## src/rtl/cell_drawer.sv

```systemverilog
// cell_drawer: rasterises one board cell into a one-pixel-per-cycle VGA plot stream,
// with a one-entry pending request buffer. Define CELL_DRAWER_GRID_EN for 13x13 cells with grid lines.
module cell_drawer #(
  parameter logic [2:0] BG_COLOUR = 3'b010
) (
  input  logic       clock,
  input  logic       resetn,
  input  logic [7:0] x_plot,
  input  logic [6:0] y_plot,
  input  logic [1:0] select,
  input  logic       enable,
  output logic [7:0] vga_x,
  output logic [6:0] vga_y,
  output logic [2:0] colour,
  output logic       plot,
  output logic       busy,
  output logic       done,
  output logic       overflow
);

`ifdef CELL_DRAWER_GRID_EN
  localparam int   N    = 13;
  localparam logic GRID = 1'b1;
`else
  localparam int   N    = 12;
  localparam logic GRID = 1'b0;
`endif
  localparam logic [3:0] LAST = 4'(N - 1);

  typedef enum logic [1:0] {IDLE, DRAW, DONE} state_t;

  state_t     state, state_nx;
  logic [3:0] cx, cy, cx_nx, cy_nx;
  logic [7:0] act_x, act_x_nx, pend_x, pend_x_nx;
  logic [6:0] act_y, act_y_nx, pend_y, pend_y_nx;
  logic [1:0] act_sel, act_sel_nx, pend_sel, pend_sel_nx;
  logic       pend_vld, pend_vld_nx;
  logic       drop;

  // Disk is the 8x8 block at 2..9 with its four corner pixels knocked out.
  function automatic logic [2:0] pixel_colour(input logic [3:0] px, input logic [3:0] py,
                                              input logic [1:0] sel);
    logic in_box, corner;
    in_box = (px >= 4'd2) && (px <= 4'd9) && (py >= 4'd2) && (py <= 4'd9);
    corner = ((px == 4'd2) || (px == 4'd9)) && ((py == 4'd2) || (py == 4'd9));
    if (GRID && ((px == 4'd12) || (py == 4'd12))) return 3'b000;
    if (in_box && !corner && (sel == 2'd2)) return 3'b000;
    if (in_box && !corner && (sel == 2'd3)) return 3'b111;
    return BG_COLOUR;
  endfunction

  always_comb begin
    state_nx    = state;
    cx_nx       = cx;
    cy_nx       = cy;
    act_x_nx    = act_x;
    act_y_nx    = act_y;
    act_sel_nx  = act_sel;
    pend_x_nx   = pend_x;
    pend_y_nx   = pend_y;
    pend_sel_nx = pend_sel;
    pend_vld_nx = pend_vld;
    drop        = 1'b0;
    unique case (state)
      IDLE: begin
        if (enable) begin
          act_x_nx   = x_plot;
          act_y_nx   = y_plot;
          act_sel_nx = select;
          cx_nx      = 4'd0;
          cy_nx      = 4'd0;
          state_nx   = DRAW;
        end
      end
      DRAW: begin
        if (enable) begin
          if (pend_vld) begin
            drop = 1'b1;
          end else begin
            pend_vld_nx = 1'b1;
            pend_x_nx   = x_plot;
            pend_y_nx   = y_plot;
            pend_sel_nx = select;
          end
        end
        if (cx == LAST) begin
          cx_nx = 4'd0;
          if (cy == LAST) begin
            cy_nx    = 4'd0;
            state_nx = DONE;
          end else begin
            cy_nx = cy + 4'd1;
          end
        end else begin
          cx_nx = cx + 4'd1;
        end
      end
      DONE: begin
        cx_nx = 4'd0;
        cy_nx = 4'd0;
        if (pend_vld) begin
          // A strobe in this cycle refills the slot being drained, so it is not dropped.
          act_x_nx   = pend_x;
          act_y_nx   = pend_y;
          act_sel_nx = pend_sel;
          state_nx   = DRAW;
          if (enable) begin
            pend_x_nx   = x_plot;
            pend_y_nx   = y_plot;
            pend_sel_nx = select;
          end else begin
            pend_vld_nx = 1'b0;
          end
        end else if (enable) begin
          act_x_nx   = x_plot;
          act_y_nx   = y_plot;
          act_sel_nx = select;
          state_nx   = DRAW;
        end else begin
          state_nx = IDLE;
        end
      end
      default: state_nx = IDLE;
    endcase
  end

  // Output stage: registered from the next-state values so plot tracks the DRAW state exactly.
  always_ff @(posedge clock) begin
    if (!resetn) begin
      state    <= IDLE;
      pend_vld <= 1'b0;
      cx       <= 4'd0;
      cy       <= 4'd0;
      vga_x    <= 8'd0;
      vga_y    <= 7'd0;
      colour   <= 3'b000;
      plot     <= 1'b0;
      busy     <= 1'b0;
      done     <= 1'b0;
      overflow <= 1'b0;
    end else begin
      state    <= state_nx;
      pend_vld <= pend_vld_nx;
      cx       <= cx_nx;
      cy       <= cy_nx;
      plot     <= (state_nx == DRAW);
      busy     <= (state_nx != IDLE);
      done     <= (state_nx == DONE);
      overflow <= drop;
      if (state_nx == DRAW) begin
        vga_x  <= act_x_nx + 8'(cx_nx);
        vga_y  <= act_y_nx + 7'(cy_nx);
        colour <= pixel_colour(cx_nx, cy_nx, act_sel_nx);
      end
    end
  end

  always_ff @(posedge clock) begin
    if (resetn) begin
      act_x    <= act_x_nx;
      act_y    <= act_y_nx;
      act_sel  <= act_sel_nx;
      pend_x   <= pend_x_nx;
      pend_y   <= pend_y_nx;
      pend_sel <= pend_sel_nx;
    end
  end

endmodule

```

## config.mk

```make
export PLATFORM = sky130hd
export DESIGN_NAME = cell_drawer
export DESIGN_NICKNAME = d
export VERILOG_FILES = /design/src/rtl/cell_drawer.sv
export SDC_FILE = /design/constraint.sdc
export NUM_CORES = 1
export LEC_CHECK = 0
export BUFFER_PORTS_ARGS = -buffer_cell sky130_fd_sc_hd__buf_2
export CAP_MARGIN = 25
export CORE_MARGIN = 5
export CORE_UTILIZATION = 55
export DETAILED_ROUTE_END_ITERATION = 8
export PLACE_DENSITY = 0.76
export SKIP_CTS_REPAIR_TIMING = 1
export SLEW_MARGIN = 20
export SYNTH_ARGS = -nofsm -noshare
export SYNTH_HDL_FRONTEND = slang
export SYNTH_SLANG_ARGS = --single-unit
```

## constraint.sdc

```tcl
create_clock -name clock -period 3.81 [get_ports clock]
set_clock_uncertainty 0.05 [all_clocks]
set_input_delay 0.762 -clock clock [delete_from_list [all_inputs] [get_ports clock]]
set_output_delay 0.762 -clock clock [all_outputs]
set_load 0.05 [all_outputs]
```

==> flow_summary.yaml <==
drt:
  wire_per_inst_um: 16.48
  met3_wirelength_um: 463
  drc: 0
  drt-total-wl_um: 7268
  dr.pass1.iters: 5
  vias: 2573
  top_layer: "met4"
  first_iter_violations: 167
  dr_wl_met2_um: 3545
  wl_met1_um: 3089
  drt.antenna.violating_nets: 0
  routed_via_density: 5.834
pwr:
  switching_share_pct: 29.91
  power.share.sequential_pct: 48.1
  clkPwrFrac_pct: 35.4
  switchingPower_uw: 509.4
  p_int_uw: 1194
  power_density_mw_per_mm2: 454.3
  leakagePower_uw: 0.001499
  p_comb_share_pct: 16.5
  max-vdd-ir-drop_v: 0.0002366
yosys:
  ys_types: 56
  async_flop_share_pct: 0
  yosys_warnings: 0
  syn-num-nets: 348
  syn_inst: 316
  syn_avg_cell_area_um2: 10.31
  ys_ff_latch: 66
  ys_seq_area_share_pct: 51.02
  synth_flop_cell: "edfxtp_1"
  synth_area_mm2: 0.003257
  synth_edf_count: 34
cts:
  cts_tree: "done"
  insertion_delay_ps: 350
  root_buffer: "clkbuf_8"
  clk_pin_slew_ps: 80
  clk_path_buf_depth: 2
  clkSinkCount: 66
  cts_buffers: 9
  cts-htree-levels: 3
floorplanning:
  core_mm2: 0.005851
  io_pins: 42
  fp-row-count: 28
  fp.dieH_um: 86.95
  initial_core_util_pct: 55.67
  die_area_mm2: 0.007560
  die_w_um: 86.95
global_routing:
  antenna_found_initial: 0
  overflow: 0
  grt_pass1_wl_um: 11630
  grt_max_degree: 30
  grt_pass1_vias: 2449
  grt_use_total_pct: 20.27
critical_path:
  critical_path.endpoint: "vga_x[6]"
  r2r_cells: 13
  r2r-start: "state[0]"
  critPathKind: "in2reg"
  required_ps: 3990
  cp.arrival_ps: 3220
  r2r-end: "vga_x[6]"
  crit_start: "enable"
  worstSetupStartpointType: "input port"
  cp_max_fo: 12
  cp-end-kind: "register"
  r2r_setup_slack_ps: 820
sta:
  hold_viol: 0
  grt_setup_unrepaired: "no"
  relSlewSlack_pct: 42.01
  worstMarginPinSlew_ps: 869.8
  max_freq_ghz: 0.3294
  fin_crit_sh_pct: 79.67
  drv_slew: 0
  fin_tns_setup_ps: 0
  fin_ws_ps: 774.5
  layout_min_cycle_time_ps: 3035
  setup_viol: 0
run:
  drv_cap: 0
run_status:
  status: "complete, no violations"
hold_path:
  min_path_cells: 2
  hold_class: "reg2reg"
final_layout:
  n_fill_cell: 495
  nets: 393
  final_cell_mix: "buf_2 (41), nand2_1 (34), edfxtp_1 (34)"
  drive_gt1_share_pct: 21.58
  n_antenna_cell: 0
  final_common_cell: "buf_2"
  area_growth_pct: 15.10
  utilization_pct: 64.07
placed_design:
  dp_hpwl_um: 5228
  dpl_worst_slack_ps: 374.9
  portBuffers: 41
  gp_congestion: 0.8092
==> synth_stat cells (2+ instances only) <==
cell type  instances  area, um^2
a211oi_1           5       37.54
a21o_1             2       15.01
a21oi_1           15       75.07
a22oi_1           11       82.58
and2_1             6       37.54
and3_1             3       18.77
buf_2              6       30.03
buf_6              2       22.52
clkbuf_1          10       37.54
dfxtp_1           32       640.6
edfxtp_1          34        1021
fa_1               2       40.04
ha_1              10       125.1
inv_1             14       52.55
nand2_1           34       127.6
nand2b_1           3       18.77
nand3_1            8       40.04
nand3b_1           2       15.01
nand4_1            2       12.51
nor2_1            23       86.33
nor2b_1            5       31.28
nor3_1             3       15.01
nor4_1             3       18.77
o211ai_1           2       15.01
o21ai_0           21       105.1
o21ai_1            3       15.01
o21bai_1           3       22.52
o22a_1            10       87.58
o22ai_1            2       12.51
or4_1              2       15.01
xnor2_1           10       87.58
xor2_1             4       35.03
==> cell type report <==
cell class	instances	area, um^2	share of cell area, %
timing repair buffer	53	295.3	7.877
sequential	66	1662	44.33
inverter	14	52.55	1.402
tap	75	93.84	2.503
clock inverter	7	76.32	2.036
multi-input combinational	217	1445	38.55
clock buffer	9	123.9	3.304
==> layer usage <==
metal	global-route usage (%)	up-vias
met5	0	-
met4	10.48	0
met3	3.500	13
met2	32.51	103
met1	26.23	1220
li1	-	1237
==> per-stage QoR <==
step                      cells  hold slack (ps)  power [uW]  area, um^2
after CTS                   441            407.6        1716        3749
after global placement      425            387.5        1110        3548
after global routing        441            421.9        1776        3749
after detailed placement    425            396.6        1117        3548
after floorplan             316            436.5        1034        3257
final                       441            401.1        1703        3749
==> worst max-delay path, stage by stage <==
cell	delay (ps)
buf_2	170
o21bai_1	660
nand2_1	100
o21ai_0	140
ha_1	220
inv_1	60
fa_1	400
nor2b_1	120
o21ai_0	80
nand2b_1	110
nand2_1	60
nor2_1	130
xnor2_1	120
o21ai_0	90
==> sequential cells by signal, summed over array words and instances (netlist names), 2 cells and up <==
| name | flops |
|---|---|
| act_x | 8 |
| pend_y | 7 |
| vga_y | 7 |
| vga_x | 8 |
| act_y | 7 |
| cy | 4 |
| pend_x | 8 |
| cx | 4 |
| act_sel | 2 |
| colour | 2 |
| pend_sel | 2 |
| state | 2 |
==> logic make-up (layout without fill, tap and decap cells) <==
| family | Yosys count | count (layout) | synth area share (%) |
|---|---|---|---|
| flip-flops | 66 | 66 | 51.02 |
| AO/OA/AOI/OAI | 88 | 88 | 19.17 |
| buffers and inverters | 33 | 83 | 4.610 |
| AND/OR/NAND/NOR | 103 | 103 | 16.37 |
| XOR/XNOR | 14 | 14 | 3.765 |
| adder cells (fa/ha/maj) | 12 | 12 | 5.071 |
==> power groups by stage <==
stage,Sequential (uW),Combinational [uW],Clock [uW]
after global placement,834,276,0
after global routing,824,304,648
final,819,280,603
after detailed placement,835,281,0
after CTS,819,283,614
after floorplan,899,135,0
==> how the worst min path moves through the flow <==
stage	start	end	slack, ps
2_1_floorplan	pend_vld	overflow	440
3_3_place_gp	vga_x[2]	vga_x[2]	390
3_5_place_dp	vga_x[2]	vga_x[2]	400
4_1_cts	vga_y[2]	vga_y[2]	410
5_1_grt	vga_y[2]	vga_y[2]	420
6_report	vga_x[2]	vga_x[2]	400
No activity file was read; power rests on OpenSTA's default activity.
